**src/rtl/serial_comparator_if.sv**
```systemverilog
// Operand, control and result signals of the serial magnitude comparator.
interface serial_comparator_if #(
    parameter int unsigned WIDTH = 16,
    parameter int unsigned CNT_W = 8
);
    logic             start;
    logic [WIDTH-1:0] a;
    logic [WIDTH-1:0] b;
    logic             signed_mode;
    logic             clr_cnt;
    logic             busy;
    logic             done;
    logic             eq;
    logic             lt;
    logic             gt;
    logic [CNT_W-1:0] match_cnt;

    modport master (
        output start, a, b, signed_mode, clr_cnt,
        input  busy, done, eq, lt, gt, match_cnt
    );

    modport slave (
        input  start, a, b, signed_mode, clr_cnt,
        output busy, done, eq, lt, gt, match_cnt
    );
endinterface

```
**src/rtl/serial_comparator.sv**
```systemverilog
// Multi-cycle MSB-first magnitude comparator, DIGIT bits per cycle with early exit,
// optional two's-complement mode and a saturating count of equal results.
module serial_comparator #(
    parameter int unsigned WIDTH = 16,
    parameter int unsigned DIGIT = 4,
    parameter int unsigned CNT_W = 8
) (
    input logic                clk,
    input logic                rst_n,
    serial_comparator_if.slave bus
);
    localparam int unsigned NDIG  = WIDTH / DIGIT;
    localparam int unsigned IDX_W = (NDIG > 1) ? $clog2(NDIG) : 1;
    localparam logic [WIDTH-1:0] MSB_MASK = WIDTH'(1) << (WIDTH - 1);
    localparam logic [CNT_W-1:0] CNT_MAX  = {CNT_W{1'b1}};

    typedef enum logic [1:0] {ST_IDLE, ST_RUN, ST_DONE} state_t;

    state_t           r_state, w_state_nx;
    logic [WIDTH-1:0] r_a, r_b, w_a_nx, w_b_nx;
    logic [IDX_W-1:0] r_idx, w_idx_nx;
    logic             r_busy, r_done, r_eq, r_lt, r_gt;
    logic             w_busy_nx, w_done_nx, w_eq_nx, w_lt_nx, w_gt_nx;
    logic             w_inc;
    logic [CNT_W-1:0] r_cnt, w_cnt_nx;
    logic [WIDTH-1:0] w_flip;
    logic [DIGIT-1:0] w_dig_a, w_dig_b;

    // Operands are shifted left each step, so the active digit is always the top slice.
    assign w_dig_a = r_a[WIDTH-1 -: DIGIT];
    assign w_dig_b = r_b[WIDTH-1 -: DIGIT];
    assign w_flip  = bus.signed_mode ? MSB_MASK : '0;

    always_ff @(posedge clk or negedge rst_n) begin
        if (!rst_n) begin
            r_state <= ST_IDLE;
            r_a     <= '0;
            r_b     <= '0;
            r_idx   <= '0;
            r_busy  <= 1'b0;
            r_done  <= 1'b0;
            r_eq    <= 1'b0;
            r_lt    <= 1'b0;
            r_gt    <= 1'b0;
            r_cnt   <= '0;
        end else begin
            r_state <= w_state_nx;
            r_a     <= w_a_nx;
            r_b     <= w_b_nx;
            r_idx   <= w_idx_nx;
            r_busy  <= w_busy_nx;
            r_done  <= w_done_nx;
            r_eq    <= w_eq_nx;
            r_lt    <= w_lt_nx;
            r_gt    <= w_gt_nx;
            r_cnt   <= w_cnt_nx;
        end
    end

    always_comb begin
        w_state_nx = r_state;
        w_a_nx     = r_a;
        w_b_nx     = r_b;
        w_idx_nx   = r_idx;
        w_busy_nx  = 1'b0;
        w_done_nx  = 1'b0;
        w_eq_nx    = r_eq;
        w_lt_nx    = r_lt;
        w_gt_nx    = r_gt;
        w_inc      = 1'b0;
        unique case (r_state)
            ST_IDLE: begin
                if (bus.start) begin
                    // Offset-binary conversion turns a signed compare into an unsigned one.
                    w_a_nx     = bus.a ^ w_flip;
                    w_b_nx     = bus.b ^ w_flip;
                    w_idx_nx   = IDX_W'(NDIG - 1);
                    w_eq_nx    = 1'b0;
                    w_lt_nx    = 1'b0;
                    w_gt_nx    = 1'b0;
                    w_busy_nx  = 1'b1;
                    w_state_nx = ST_RUN;
                end
            end
            ST_RUN: begin
                if (w_dig_a != w_dig_b) begin
                    w_lt_nx    = (w_dig_a < w_dig_b);
                    w_gt_nx    = (w_dig_a > w_dig_b);
                    w_done_nx  = 1'b1;
                    w_state_nx = ST_DONE;
                end else if (r_idx == '0) begin
                    w_eq_nx    = 1'b1;
                    w_inc      = 1'b1;
                    w_done_nx  = 1'b1;
                    w_state_nx = ST_DONE;
                end else begin
                    w_a_nx    = r_a << DIGIT;
                    w_b_nx    = r_b << DIGIT;
                    w_idx_nx  = r_idx - IDX_W'(1);
                    w_busy_nx = 1'b1;
                end
            end
            ST_DONE: w_state_nx = ST_IDLE;
            default: w_state_nx = ST_IDLE;
        endcase

        // Clear wins over a simultaneous increment.
        w_cnt_nx = r_cnt;
        if (bus.clr_cnt) begin
            w_cnt_nx = '0;
        end else if (w_inc && (r_cnt != CNT_MAX)) begin
            w_cnt_nx = r_cnt + CNT_W'(1);
        end
    end

    assign bus.busy      = r_busy;
    assign bus.done      = r_done;
    assign bus.eq        = r_eq;
    assign bus.lt        = r_lt;
    assign bus.gt        = r_gt;
    assign bus.match_cnt = r_cnt;
endmodule

```
**src/flat_wrapper.sv**
```systemverilog
// flat-port wrapper written by rule: the top's interface ports become plain ports
module serial_comparator_flat 
#(
    parameter int unsigned WIDTH = 16,
    parameter int unsigned DIGIT = 4,
    parameter int unsigned CNT_W = 8
)
  (clk, rst_n, bus_start, bus_a, bus_b, bus_signed_mode, bus_clr_cnt, bus_busy, bus_done, bus_eq, bus_lt, bus_gt, bus_match_cnt);
  serial_comparator_if #(.WIDTH(WIDTH), .CNT_W(CNT_W)) bus_i ();
  input logic clk;
  input logic rst_n;
  input wire logic [$bits(bus_i.start)-1:0] bus_start;
  input wire logic [$bits(bus_i.a)-1:0] bus_a;
  input wire logic [$bits(bus_i.b)-1:0] bus_b;
  input wire logic [$bits(bus_i.signed_mode)-1:0] bus_signed_mode;
  input wire logic [$bits(bus_i.clr_cnt)-1:0] bus_clr_cnt;
  output wire logic [$bits(bus_i.busy)-1:0] bus_busy;
  output wire logic [$bits(bus_i.done)-1:0] bus_done;
  output wire logic [$bits(bus_i.eq)-1:0] bus_eq;
  output wire logic [$bits(bus_i.lt)-1:0] bus_lt;
  output wire logic [$bits(bus_i.gt)-1:0] bus_gt;
  output wire logic [$bits(bus_i.match_cnt)-1:0] bus_match_cnt;
  assign bus_i.start = bus_start;
  assign bus_i.a = bus_a;
  assign bus_i.b = bus_b;
  assign bus_i.signed_mode = bus_signed_mode;
  assign bus_i.clr_cnt = bus_clr_cnt;
  assign bus_busy = bus_i.busy;
  assign bus_done = bus_i.done;
  assign bus_eq = bus_i.eq;
  assign bus_lt = bus_i.lt;
  assign bus_gt = bus_i.gt;
  assign bus_match_cnt = bus_i.match_cnt;
  serial_comparator #(.WIDTH(WIDTH), .DIGIT(DIGIT), .CNT_W(CNT_W)) u_core (.clk(clk), .rst_n(rst_n), .bus(bus_i));
endmodule
```
**config.mk**
```make
export PLATFORM = sky130hd
export DESIGN_NAME = serial_comparator_flat
export DESIGN_NICKNAME = d
export VERILOG_FILES = /design/src/rtl/serial_comparator_if.sv /design/src/rtl/serial_comparator.sv /design/src/flat_wrapper.sv
export SDC_FILE = /design/constraint.sdc
export NUM_CORES = 1
export LEC_CHECK = 0
export ABC_CLOCK_PERIOD_IN_PS = 2400
export CAP_MARGIN = 20
export CORE_MARGIN = 2
export CORE_UTILIZATION = 45
export DETAILED_ROUTE_END_ITERATION = 10
export PLACE_DENSITY = 0.82
export SLEW_MARGIN = 20
export SYNTH_ARGS = -nofsm -noshare
export SYNTH_HDL_FRONTEND = slang
export SYNTH_SLANG_ARGS = --single-unit
```
**constraint.sdc**
```tcl
create_clock -name clk -period 2.4 [get_ports clk]
set_input_delay 0.48 -clock clk [delete_from_list [all_inputs] [get_ports clk]]
set_output_delay 0.48 -clock clk [all_outputs]
set_load 0.01 [all_outputs]
```
==> metrics.cfg <==
[synth]
synth_cells=263
ys_seq_elements=49
syn_area_per_cell_um2=8.90
yosysWarnings=0
synthDistinctLibCells=33
synth_nets=306
synth_edf_count=0
synth_ff_type=dfrtp_1
syn-cell-area_um2=2340
seq_area_frac_synth_pct=52.4
synthArstFlopShare_pct=100

[die]
die_area_um2=5800
coreArea_um2=5070
die_width_um=76.1
ios=50
initial_core_util_pct=46.1
die_h_um=76.1
rows=26

[timing]
finalSetupTns_ns=0
slew_headroom_pct=60.1
worst_pin_slew_ns=0.598
hold_viol_final=0
slew_violations=0
post-route-period-util_pct=91.7
skew_ns=0.00175
period_needed_ns=2.20
rsz0062_at_grt=no
finalSetupViolCount=0
clock.fmax_ghz=0.454

[flow_run]
drv_cap=0

[place]
dp_hpwl_um=3570
placedCellCount=373
gp_congestion=0.805
port_buffers=49
place_area_um2=2900

[power_and_ir_drop]
ir_drop_v=0.000415
total_power_uw=3050
p_leak_uw=0.00132
p_per_area_nw_per_um2=1020

[drt]
drtIter0Drc=117
drt_wl_total_um=4780
dr.pass1.iters=5
avgViaCountPerCell=5.17
drc=0
wl_per_cell_um=12.6
vias=1964
ant_nets=0

[status]
outcome=completed

[cells_and_area]
layout_commonest_cell=nand2_1
layout_common_cells=nand2_1, dfrtp_1, clkdlybuf4s50_1
antenna_cells=0
drive_gt1_share_pct=6.45
synthToLayoutAreaGrowth_pct=27.5
fin_cells=380
fin_area_um2=2990
nets=353

[clock_tree]
numClockSinks=49
clockBufferDepth=2
clock_latency_ns=0.29
post_cts_buffers=0
hold_buffers=0
htree_levels=2
cts_buffers=5
cts-resized-gates=0
clkTransAtPathRegs_ns=0.08
cts_tree=yes
root_buffer=clkbuf_8

[global_routing]
grt.total_usage_pct=17.7
grt_pass1_wl_um=8280
antenna_found_initial=0
grt_max_degree=27
globalRouteOverflowTotal=0
grt_pass1_vias=1847

[worst_hold_path]
hold_class=in -> async

[setup_path]
crit_path_start_kind=register
worst_setup_path_end_kind=register
path_class=reg -> reg
cp.required_ns=2.62
crit_path_max_fanout=14
arrival_ns=2.42

per-stage QoR:
step	hold WS, ns	setup WS [ns]	utilization, %
CTS	0.181	0.205	58.8
floorplan	0.184	0.519	-
global route	0.218	0.0346	58.8
global placement	0.449	0.305	57.1
finish	0.171	0.200	58.8
detailed placement	0.456	0.218	57.1
worst max-delay path, cell delays in order, from the launching register on:
cell	delay [ns]
dfrtp_1	0.39
ha_1	0.31
and4_1	0.44
o2111ai_4	0.30
or4_1	0.54
a21oi_1	0.15
power by group:
group,internal [µW],leakage (µW),switching [µW]
Combinational,528,0.000681,728
Sequential,1140,0.000593,171
Clock,229,0.0000443,251
sequential cells by signal, summed over array words and instances (netlist names):
register,count
u_core.r_a,16
u_core.r_b,16
u_core.bus.match_cnt,8
u_core.r_idx,2
u_core.r_state,2
u_core.bus.busy,1
u_core.bus.done,1
u_core.bus.eq,1
u_core.bus.gt,1
u_core.bus.lt,1
path summary, 6_finish.rpt:
kind                                startpoint                      end  slack [ns]  depth (start not counted)
worst max-delay path            u_core.r_a[15]  u_core.bus.match_cnt[5]        0.20                          5
worst min-delay path                     rst_n          u_core.bus.busy        0.17                          1
worst max register to register  u_core.r_a[15]  u_core.bus.match_cnt[5]        0.20                          5
worst min register to register   u_core.r_a[1]            u_core.r_a[1]        0.47                          2
max in group asynchronous                rst_n  u_core.bus.match_cnt[6]        1.64                          2
min in group clk                 u_core.r_a[1]            u_core.r_a[1]        0.47                          2
metal layers:
layer | part of all wire, % | GRT usage (%) | up-vias
li1 | - | - | 984
met3 | 4.0 | 3.44 | 6
met1 | 45 | 22.7 | 930
met2 | 50 | 30.4 | 44
met4 | 1.5 | 6.00 | 0
met5 | 0 | 0 | -
cell usage after synthesis, types with 2 or more instances:
cell / n / area share, %
inv_1: 12 / 1.9
a21oi_1: 14 / 3.0
buf_6: 2 / 0.96
ha_1: 6 / 3.2
or4_1: 4 / 1.3
nor2_1: 28 / 4.5
or3_1: 2 / 0.53
buf_2: 4 / 0.86
buf_1: 2 / 0.32
xnor2_1: 2 / 0.75
a31oi_1: 23 / 6.1
clkbuf_1: 8 / 1.3
nand2_1: 68 / 11
o21ai_0: 7 / 1.5
dfrtp_1: 49 / 52
o31ai_1: 4 / 1.3
nand3_1: 12 / 2.6
area by class of cell:
cell class,count,area [µm²]
flip-flops and latches,49,1230
clock buffers,7,86.3
repair buffers,57,558
inverters,13,48.8
well taps,70,87.6
fillers,455,2090
multi-input cells,184,978
logic make-up (layout without fill, tap and decap cells):
kind of cell / after synthesis / in the layout / share of synthesized area [%]
AO/OA/AOI/OAI: 54 / 54 / 15.4
multiplexers: 1 / 1 / 0.428
AND/OR/NAND/NOR: 120 / 120 / 21.6
XOR/XNOR: 3 / 3 / 1.12
flip-flops: 49 / 49 / 52.4
adder cells (fa/ha/maj): 6 / 6 / 3.21
buffers and inverters: 30 / 77 / 5.83
Note: power is estimated with default switching activity, not from simulation.
